## src/rtl/qoa_pkg.sv

```systemverilog
// rtl/qoa_pkg.sv - shared widths, state encoding and saturation helper for the QOA LMS predictor
package qoa_pkg;
  localparam int TAPS     = 4;
  localparam int IDX_W    = 2;
  localparam int SAMPLE_W = 16;
  localparam int WEIGHT_W = 16;
  localparam int PROD_W   = SAMPLE_W + WEIGHT_W;
  localparam int ACC_W    = 34;

  localparam logic [1:0] ST_IDLE = 2'd0;
  localparam logic [1:0] ST_MAC  = 2'd1;
  localparam logic [1:0] ST_OUT  = 2'd2;

  // One bit wider than the accumulator so the scaled sum plus residual cannot wrap.
  function automatic logic signed [SAMPLE_W-1:0] sat_sample(input logic signed [ACC_W:0] v);
    if (v > 35'sd32767)
      return 16'sh7fff;
    else if (v < -35'sd32768)
      return 16'sh8000;
    else
      return v[SAMPLE_W-1:0];
  endfunction
endpackage

```

## src/rtl/qoa_lms_predictor_if.sv

```systemverilog
// rtl/qoa_lms_predictor_if.sv - load, residual and sample handshake bundle
interface qoa_lms_predictor_if;
  import qoa_pkg::*;

  logic                       load_valid;
  logic [IDX_W-1:0]           load_index;
  logic signed [SAMPLE_W-1:0] load_history;
  logic signed [WEIGHT_W-1:0] load_weight;
  logic                       res_valid;
  logic                       res_ready;
  logic signed [SAMPLE_W-1:0] residual;
  logic                       sample_valid;
  logic                       sample_ready;
  logic signed [SAMPLE_W-1:0] sample;
  logic                       busy;

  modport master (
    output load_valid, load_index, load_history, load_weight,
    output res_valid, residual, sample_ready,
    input  res_ready, sample_valid, sample, busy
  );

  modport slave (
    input  load_valid, load_index, load_history, load_weight,
    input  res_valid, residual, sample_ready,
    output res_ready, sample_valid, sample, busy
  );
endinterface

```

## src/rtl/qoa_mac.sv

```systemverilog
// rtl/qoa_mac.sv - signed 16x16 multiply feeding a 34-bit accumulator
module qoa_mac
  import qoa_pkg::*;
(
  input  logic                       clk,
  input  logic                       rst,
  input  logic                       clear,
  input  logic                       en,
  input  logic signed [SAMPLE_W-1:0] a,
  input  logic signed [WEIGHT_W-1:0] b,
  output logic signed [ACC_W-1:0]    acc
);
  logic signed [PROD_W-1:0] product;

  assign product = PROD_W'(a) * PROD_W'(b);

  always_ff @(posedge clk or posedge rst) begin
    if (rst)
      acc <= '0;
    else if (clear)
      acc <= '0;
    else if (en)
      acc <= acc + ACC_W'(product);
  end
endmodule

```

## src/rtl/qoa_lms_predictor.sv

```systemverilog
// rtl/qoa_lms_predictor.sv - 4-tap QOA LMS predictor: serial MAC, clamp, sign-LMS weight update
module qoa_lms_predictor
  import qoa_pkg::*;
#(
  parameter int SCALE_SHIFT = 13,
  parameter int DELTA_SHIFT = 4
) (
  input logic                clk,
  input logic                restart,
  qoa_lms_predictor_if.slave bus
);
  logic [1:0]                 state;
  logic [2:0]                 tap;
  logic signed [SAMPLE_W-1:0] res_q;
  logic signed [SAMPLE_W-1:0] sample_q;
  logic                       sample_valid_q;
  logic signed [SAMPLE_W-1:0] history [TAPS];
  logic signed [WEIGHT_W-1:0] weight  [TAPS];
  logic signed [ACC_W-1:0]    acc;
  logic signed [ACC_W:0]      sum;
  logic signed [WEIGHT_W-1:0] delta;
  logic                       accept;

  assign bus.res_ready    = (state == ST_IDLE) && !bus.load_valid;
  assign bus.busy         = (state != ST_IDLE);
  assign bus.sample       = sample_q;
  assign bus.sample_valid = sample_valid_q;

  assign accept = bus.res_valid && bus.res_ready;
  assign sum    = (ACC_W+1)'(acc >>> SCALE_SHIFT) + (ACC_W+1)'(res_q);
  assign delta  = res_q >>> DELTA_SHIFT;

  // tap[2] set means all four products are in the accumulator.
  qoa_mac u_mac (
    .clk   (clk),
    .rst   (restart),
    .clear (accept),
    .en    ((state == ST_MAC) && !tap[2]),
    .a     (history[tap[1:0]]),
    .b     (weight[tap[1:0]]),
    .acc   (acc)
  );

  always_ff @(posedge clk or posedge restart) begin
    if (restart) begin
      state          <= ST_IDLE;
      tap            <= '0;
      res_q          <= '0;
      sample_q       <= '0;
      sample_valid_q <= 1'b0;
      for (int i = 0; i < TAPS; i++) begin
        history[i] <= '0;
        weight[i]  <= '0;
      end
    end else begin
      case (state)
        ST_IDLE: begin
          if (accept) begin
            state <= ST_MAC;
            tap   <= '0;
            res_q <= bus.residual;
          end else if (bus.load_valid) begin
            history[bus.load_index] <= bus.load_history;
            weight[bus.load_index]  <= bus.load_weight;
          end
        end
        ST_MAC: begin
          if (tap[2]) begin
            sample_q       <= sat_sample(sum);
            sample_valid_q <= 1'b1;
            state          <= ST_OUT;
          end else begin
            tap <= tap + 3'd1;
          end
        end
        ST_OUT: begin
          if (bus.sample_ready) begin
            // Weight signs come from the pre-shift history.
            for (int i = 0; i < TAPS; i++)
              weight[i] <= history[i][SAMPLE_W-1] ? weight[i] - delta : weight[i] + delta;
            for (int i = 0; i < TAPS-1; i++)
              history[i] <= history[i+1];
            history[TAPS-1] <= sample_q;
            sample_valid_q  <= 1'b0;
            state           <= ST_IDLE;
          end
        end
        default: state <= ST_IDLE;
      endcase
    end
  end
endmodule

```

## src/flat_wrapper.sv

```systemverilog
// flat-port wrapper written by rule: the top's interface ports become plain ports
module qoa_lms_predictor_flat import qoa_pkg::*;
#(
  parameter int SCALE_SHIFT = 13,
  parameter int DELTA_SHIFT = 4
)
  (clk, restart, bus_load_valid, bus_load_index, bus_load_history, bus_load_weight, bus_res_valid, bus_residual, bus_sample_ready, bus_res_ready, bus_sample_valid, bus_sample, bus_busy);
  qoa_lms_predictor_if bus_i ();
  input logic clk;
  input logic restart;
  input wire logic [$bits(bus_i.load_valid)-1:0] bus_load_valid;
  input wire logic [$bits(bus_i.load_index)-1:0] bus_load_index;
  input wire logic [$bits(bus_i.load_history)-1:0] bus_load_history;
  input wire logic [$bits(bus_i.load_weight)-1:0] bus_load_weight;
  input wire logic [$bits(bus_i.res_valid)-1:0] bus_res_valid;
  input wire logic [$bits(bus_i.residual)-1:0] bus_residual;
  input wire logic [$bits(bus_i.sample_ready)-1:0] bus_sample_ready;
  output wire logic [$bits(bus_i.res_ready)-1:0] bus_res_ready;
  output wire logic [$bits(bus_i.sample_valid)-1:0] bus_sample_valid;
  output wire logic [$bits(bus_i.sample)-1:0] bus_sample;
  output wire logic [$bits(bus_i.busy)-1:0] bus_busy;
  assign bus_i.load_valid = bus_load_valid;
  assign bus_i.load_index = bus_load_index;
  assign bus_i.load_history = bus_load_history;
  assign bus_i.load_weight = bus_load_weight;
  assign bus_i.res_valid = bus_res_valid;
  assign bus_i.residual = bus_residual;
  assign bus_i.sample_ready = bus_sample_ready;
  assign bus_res_ready = bus_i.res_ready;
  assign bus_sample_valid = bus_i.sample_valid;
  assign bus_sample = bus_i.sample;
  assign bus_busy = bus_i.busy;
  qoa_lms_predictor #(.SCALE_SHIFT(SCALE_SHIFT), .DELTA_SHIFT(DELTA_SHIFT)) u_core (.clk(clk), .restart(restart), .bus(bus_i));
endmodule
```

## config.mk

```make
export PLATFORM = sky130hd
export DESIGN_NAME = qoa_lms_predictor_flat
export DESIGN_NICKNAME = d
export VERILOG_FILES = /design/src/rtl/qoa_pkg.sv /design/src/rtl/qoa_lms_predictor_if.sv /design/src/rtl/qoa_mac.sv /design/src/rtl/qoa_lms_predictor.sv /design/src/flat_wrapper.sv
export SDC_FILE = /design/constraint.sdc
export NUM_CORES = 2
export LEC_CHECK = 0
export BUFFER_PORTS_ARGS = -buffer_cell sky130_fd_sc_hd__buf_2
export CAP_MARGIN = 20
export CORE_MARGIN = 4
export CORE_UTILIZATION = 65
export DETAILED_ROUTE_END_ITERATION = 16
export HOLD_SLACK_MARGIN = 0.05
export PLACE_DENSITY_LB_ADDON = 0.1
export SLEW_MARGIN = 20
export SYNTH_ARGS = -nofsm -noshare
export SYNTH_HDL_FRONTEND = slang
export SYNTH_SLANG_ARGS = --single-unit
export TNS_END_PERCENT = 1
```

## constraint.sdc

```tcl
create_clock -name clk -period 9.55 [get_ports clk]
set_clock_uncertainty 0.05 [all_clocks]
set_input_delay 1.91 -clock clk [delete_from_list [all_inputs] [get_ports clk]]
set_output_delay 1.91 -clock clk [all_outputs]
set_load 0.02 [all_outputs]
```

## Yosys cells after proc, flatten, opt, wreduce, memory -nomap -nowiden

Index checks and enable logic that the tools add are counted.

- Logic and storage cells: 97
- Output and inout port bits: 19
- Register bits: 200

- Add/subtract/negate cells: 11
- Equality and inequality tests: 8
- Bitwise operators: 2
- Order comparisons: 5
- $mul: 1
- Reductions and logical operators: 19
- Mux-type cells: 36

Operator list:

| kind | count |
|---|---|
| $mux W64 | 6 |
| $pmux W64 S2 | 2 |
| $mux W16 | 11 |
| $bwmux W64 | 2 |
| $mux W34 | 2 |
| $add A16 B12 Y16 | 4 |
| $bmux W16 S2 | 2 |
| $sub A16 B12 Y16 | 4 |
| $gt A35 B16 Y1 const B | 1 |
| $lt A35 B16 Y1 const B | 1 |
| $add A34 B32 Y34 | 1 |
| $demux W16 S2 | 1 |
| $mul A16 B16 Y32 | 1 |
| $add A21 B16 Y22 | 1 |
| $reduce_bool A2 Y1 | 5 |
| $reduce_and A3 Y1 | 3 |
| $ne A2 B2 Y1 const B | 4 |
| $ge A3 B3 Y1 const B | 2 |
| $mux W2 | 3 |
| $mux W3 | 2 |
| $not A2 Y3 | 2 |
| $pmux W2 S3 | 1 |
| $pmux W3 S2 | 1 |
| $reduce_and A2 Y1 | 3 |
| 11 further kinds | 17 |

## Depth between registers and ports, before layout

- Depth after elaboration: 9
- Mapped depth: 29
- Depth with buffers taken out: 26

## By module

From an unflattened synthesis, not the netlist that was laid out.

- Cell total of the unflattened synthesis: 2,743
- Area total of the unflattened synthesis: 24,780.0 µm²

By module, submodules not included:

| module | cells each | area each (µm²) | instances |
|---|---|---|---|
| qoa_mac | 1,378 | 12,861.1 | 1 |
| qoa_lms_predictor | 1,365 | 11,918.9 | 1 |

## Worst setup path before layout

No wires, ideal clock.

- Path type: register to register
- Start point: register u_core.tap[1]
- End point: register u_core.u_mac.acc[31]
- Data arrival time: 8,015 ps
- Cell stages (with the launch flop): 27
- Library setup time: 122 ps
- Path buffers: 4
- Slack: 1,364 ps
- Cell sequence: dfrtp_1 clkbuf_1 buf_1 clkbuf_1 mux2i_1 nand2_1 o21ai_1 clkbuf_1 nor2_1 fa_1 fa_1 fa_1 fa_1 fa_1 inv_1 fa_1 inv_1 ha_1 nand2_1 nand2_1 a21o_1 a221o_1 and3_1 a21oi_1 a31oi_1 or3_1 a32o_1

- Cells in the longest elaborated chain, start to end: 8

Ends and longest elaborated chain:

| item | line | source |
|---|---|---|
| from (decl) | qoa_lms_predictor.sv:13 | `logic [2:0] tap;` |
| from (signal assigned) | qoa_lms_predictor.sv:73 | `tap <= tap + 3'd1;` |
| $not A2 Y3 (implied by the code) * | qoa_lms_predictor.sv:39, qoa_lms_predictor.sv:40 |  |
| $bmux W16 S2 (on tied branches) | qoa_lms_predictor.sv:39, qoa_lms_predictor.sv:40 |  |
| $mux W16 (on tied branches) (2 in series) | qoa_lms_predictor.sv:39, qoa_lms_predictor.sv:40 |  |
| $mul A16 B16 Y32 * | qoa_mac.sv:15 | `assign product = PROD_W'(a) * PROD_W'(b);` |
| $add A34 B32 Y34 * | qoa_mac.sv:23 | `acc <= acc + ACC_W'(product);` |
| $mux W34 * | qoa_mac.sv:22 | `else if (en)` |
| $mux W34 * | qoa_mac.sv:20 | `else if (clear)` |
| to (signal assigned) | qoa_mac.sv:23 |  |
| to (decl) | qoa_mac.sv:11 | `output logic signed [ACC_W-1:0] acc` |

Every way passes the cells marked *; elsewhere a longest branch is shown, timed or not. The select of a mux whose other input is x is not followed.
A chain may end at the register's enable or synchronous reset.

## Worst setup path after layout

- Start point: register u_core.tap[1]
- End point: register u_core.u_mac.acc[27]

Same word-level chain as after synthesis.

==> impl_results.md <==
- Status: complete, no violations
- Post-Syn Area per Cell: 8.660 um2
- Postcts setup bufs: 0
- Largest net degree at the start of global routing: 127
- Initial Util: 65.73%
- Mapped Cells: 2852
- Adder-cell share of the synthesized area: 34.50%
- Vias per cell: 6.178
- Setup CP Type: flop to flop
- Syn nets: 3402
- All-Layer GR Usage: 37.01%
- CP Max Fanout: 17
- DRT Pass-1 Iters: 8
- Synth Area in Compound Gates: 14.07%
- XOR/XNOR Fraction of Synth Area: 4.716%
- CP bufs+invs: 5
- Hold Crit Class: flop to flop
- Period utilization: 86.90%
- Peak Freq: 120.5 MHz
- Final WS setup: 1251 ps
- Row cnt: 71
- Slew Limit Fails: 0
- Post-synthesis async set-or-reset flop share: 100.0%
- Share of cells above drive strength 1: 7.277%
- Critical path startpoint category: flop
- Setup Viol. Count Final: 0
- Cell Area, Synth: 24700 um2
- PortBufs: 73
- Post-layout min period: 8299 ps
- Hold Path Depth: 2
- Layout area overhead: 6.145%
- Critical Path Slowest Stage Cell: o21ai_0
- Final setup TNS: 0 ps
- Global-route wire length before repair: 118300 um
- Clk_lat worst skew: 480 ps
- WL final: 74730 um
- Part of the Yosys area used for sequential elements: 20.26%
- Initial antenna violation count: 1
- Routability congestion estimate: 1.024
- Actual slew at the worst max-slew pin: 1119 ps
- Nets: 3409
- Hold buffer count at cts: 0
- Fin. Hold Viols: 0
- WL/cell: 22.08 um
- Reg2Reg Depth: 24
- Req. time, crit path: 9870 ps
- Synth Area in Simple Gates: 15.42%
- # DRC: 0
- Worst path cell trace: buf_4, mux2_2, o21ai_0, nor2_1, fa_1, inv_1, fa_1, fa_1, inv_1, fa_1, fa_1, inv_1, fa_1, inv_1, ha_1, a21o_1, nor3b_1, o21ai_0, nand4_1, o21ai_0, a41oi_1, o21bai_1, mux2i_1, nand3_1
- Post-synth cell types: 59
- Post-Place Setup Slack: 1392 ps
- Yosys reg bits: 200
- H-tree depth: 4
- Deepest clock path buffer count: 2
- Clk sinks: 200
- Largest family of logic cells by synthesized area: adder cells
- Fill cells: 2984
- Vias: 20910
- Die width: 202.9 um
- WP depth: 24
- Post-DP HPWL: 57780 um
- Post-synth EDFFs: 0
- Reg clk slew, reported paths: 90 ps
- Commonest non-fill, non-tap cell in the layout: inv_1
- TritonCTS buffer count: 17
- Critical path arrival: 8620 ps
- Die Ht: 202.9 um
- DRT antenna net count: 0
- RSZ-0062 raised after global routing: false
- Max_cap viols: 0
- Syn. warnings: 0
- CP Capture Type: flop
- Drt first-iter violations: 2123
- Most common cell on crit path: fa_1
- Max_slew headroom: 25.15%
- Top delay family on crit path: adder cells
- I/O pin count: 74
- DIE AREA: 41180 um2
- Root buffer cell: clkbuf_16
- Max incr delay on CP: 780 ps
- Synth Flop Type: dfrtp_1
- Final Util: 69.77%
- Commonest non-fill, non-tap cells in the layout: inv_1, nand2_1, fa_1
- GR Overflow Total: 0
- Post-CTS sizing: 0
- Core box area: 37580 um2
- Vias in the first global route: 21320
- Multiplexer area fraction after synthesis: 3.222%
- CTS tree: yes
==> Yosys cell counts (11+ instances only) <==
cell type / instances / area, um2
a21o_1: 35 / 262.8
a21oi_1: 191 / 955.9
a22oi_1: 31 / 232.7
a31oi_1: 27 / 168.9
and2_1: 55 / 344.1
and3_1: 19 / 118.9
buf_1: 19 / 71.32
clkbuf_1: 109 / 409.1
dfrtp_1: 200 / 5005
fa_1: 310 / 6206
ha_1: 185 / 2315
inv_1: 383 / 1438
mux2_2: 24 / 270.3
mux2i_1: 30 / 300.3
nand2_1: 349 / 1310
nand2b_1: 18 / 112.6
nand3_1: 31 / 155.2
nor2_1: 277 / 1040
nor2b_1: 25 / 156.4
nor3_1: 37 / 185.2
o21a_1: 29 / 217.7
o21ai_0: 162 / 810.8
o21ai_1: 14 / 70.07
o21bai_1: 16 / 120.1
o31ai_1: 11 / 82.58
or2_2: 12 / 75.07
or3_1: 13 / 81.33
xnor2_1: 105 / 919.6
xor2_1: 28 / 245.2
==> area by class of cell <==
| type | count | area (um2) | area share, % |
|---|---|---|---|
| Inverter | 383 | 1445 | 5.512 |
| Tap cell | 511 | 639.4 | 2.439 |
| Timing Repair Buffer | 117 | 699.4 | 2.668 |
| Multi-Input combinational cell | 2140 | 17790 | 67.88 |
| Antenna cell | 1 | 2.502 | 0.009545 |
| Sequential cell | 200 | 5007 | 19.10 |
| Clock buffer | 19 | 452.9 | 1.728 |
| Clock inverter | 13 | 175.2 | 0.6682 |
==> cells by family (layout without fill, tap and decap cells) <==
group	count (synthesis)	after routing
DFF	200	200
AOI/OAI and AO/OA	582	582
and+or+nand+nor	866	866
other	0	1
adders and majority gates	495	495
buffers and inverters	512	532
muxes	64	64
xor gates and xnor gates	133	133
==> flip-flops by register name, summed over array words and instances (netlist names) <==
| signal | count |
|---|---|
| u_core.history | 64 |
| u_core.weight | 64 |
| u_core.u_mac.acc | 34 |
| u_core.bus.sample | 16 |
| u_core.res_q | 16 |
| u_core.tap | 3 |
| u_core.state | 2 |
| u_core.bus.sample_valid | 1 |
==> metal layers <==
layer	track usage (%)	part of all wire [%]	vias up	routed length, um
li1	-	-	9283	-
met1	49.50	39	10290	29270
met2	57.56	46	1081	34270
met3	8.944	9.5	249	7115
met4	17.31	5.4	2	4066
met5	0	0.012	-	9
==> worst reg2reg max path: stages, from the launching register on <==
cell and delay [ps]:
dfrtp_2 670, buf_4 380, mux2_2 380, o21ai_0 780, nor2_1 120, fa_1 510
inv_1 50, fa_1 490, fa_1 520, inv_1 50, fa_1 460, fa_1 550
inv_1 60, fa_1 540, inv_1 40, ha_1 370, a21o_1 160, nor3b_1 50
o21ai_0 100, nand4_1 240, o21ai_0 700, a41oi_1 350, o21bai_1 250, mux2i_1 210
nand3_1 90
==> through the flow <==
stage	cell area [um2]	hold slack (ps)	std cells
6_report	26220	471.7	3384
5_1_grt	26210	493.3	3383
4_1_cts	26210	466.5	3383
3_5_place_dp	25580	443.7	3351
3_3_place_gp	25570	435.0	3350
2_1_floorplan	24700	399.7	2852
==> final timing paths <==
check / end / slack, ps / from
min in group asynchronous: u_core.bus.sample[15] / 1540 / restart
worst max-delay path: u_core.u_mac.acc[27] / 1250 / u_core.tap[1]
max in group asynchronous: u_core.history[30] / 6300 / restart
worst min-delay path: u_core.history[16] / 470 / u_core.history[16]
worst max register to register: u_core.u_mac.acc[27] / 1250 / u_core.tap[1]
worst min register to register: u_core.history[16] / 470 / u_core.history[16]
Power is not shown: default switching activity piles up to over one toggle a cycle in this logic, so the estimate is an artifact.
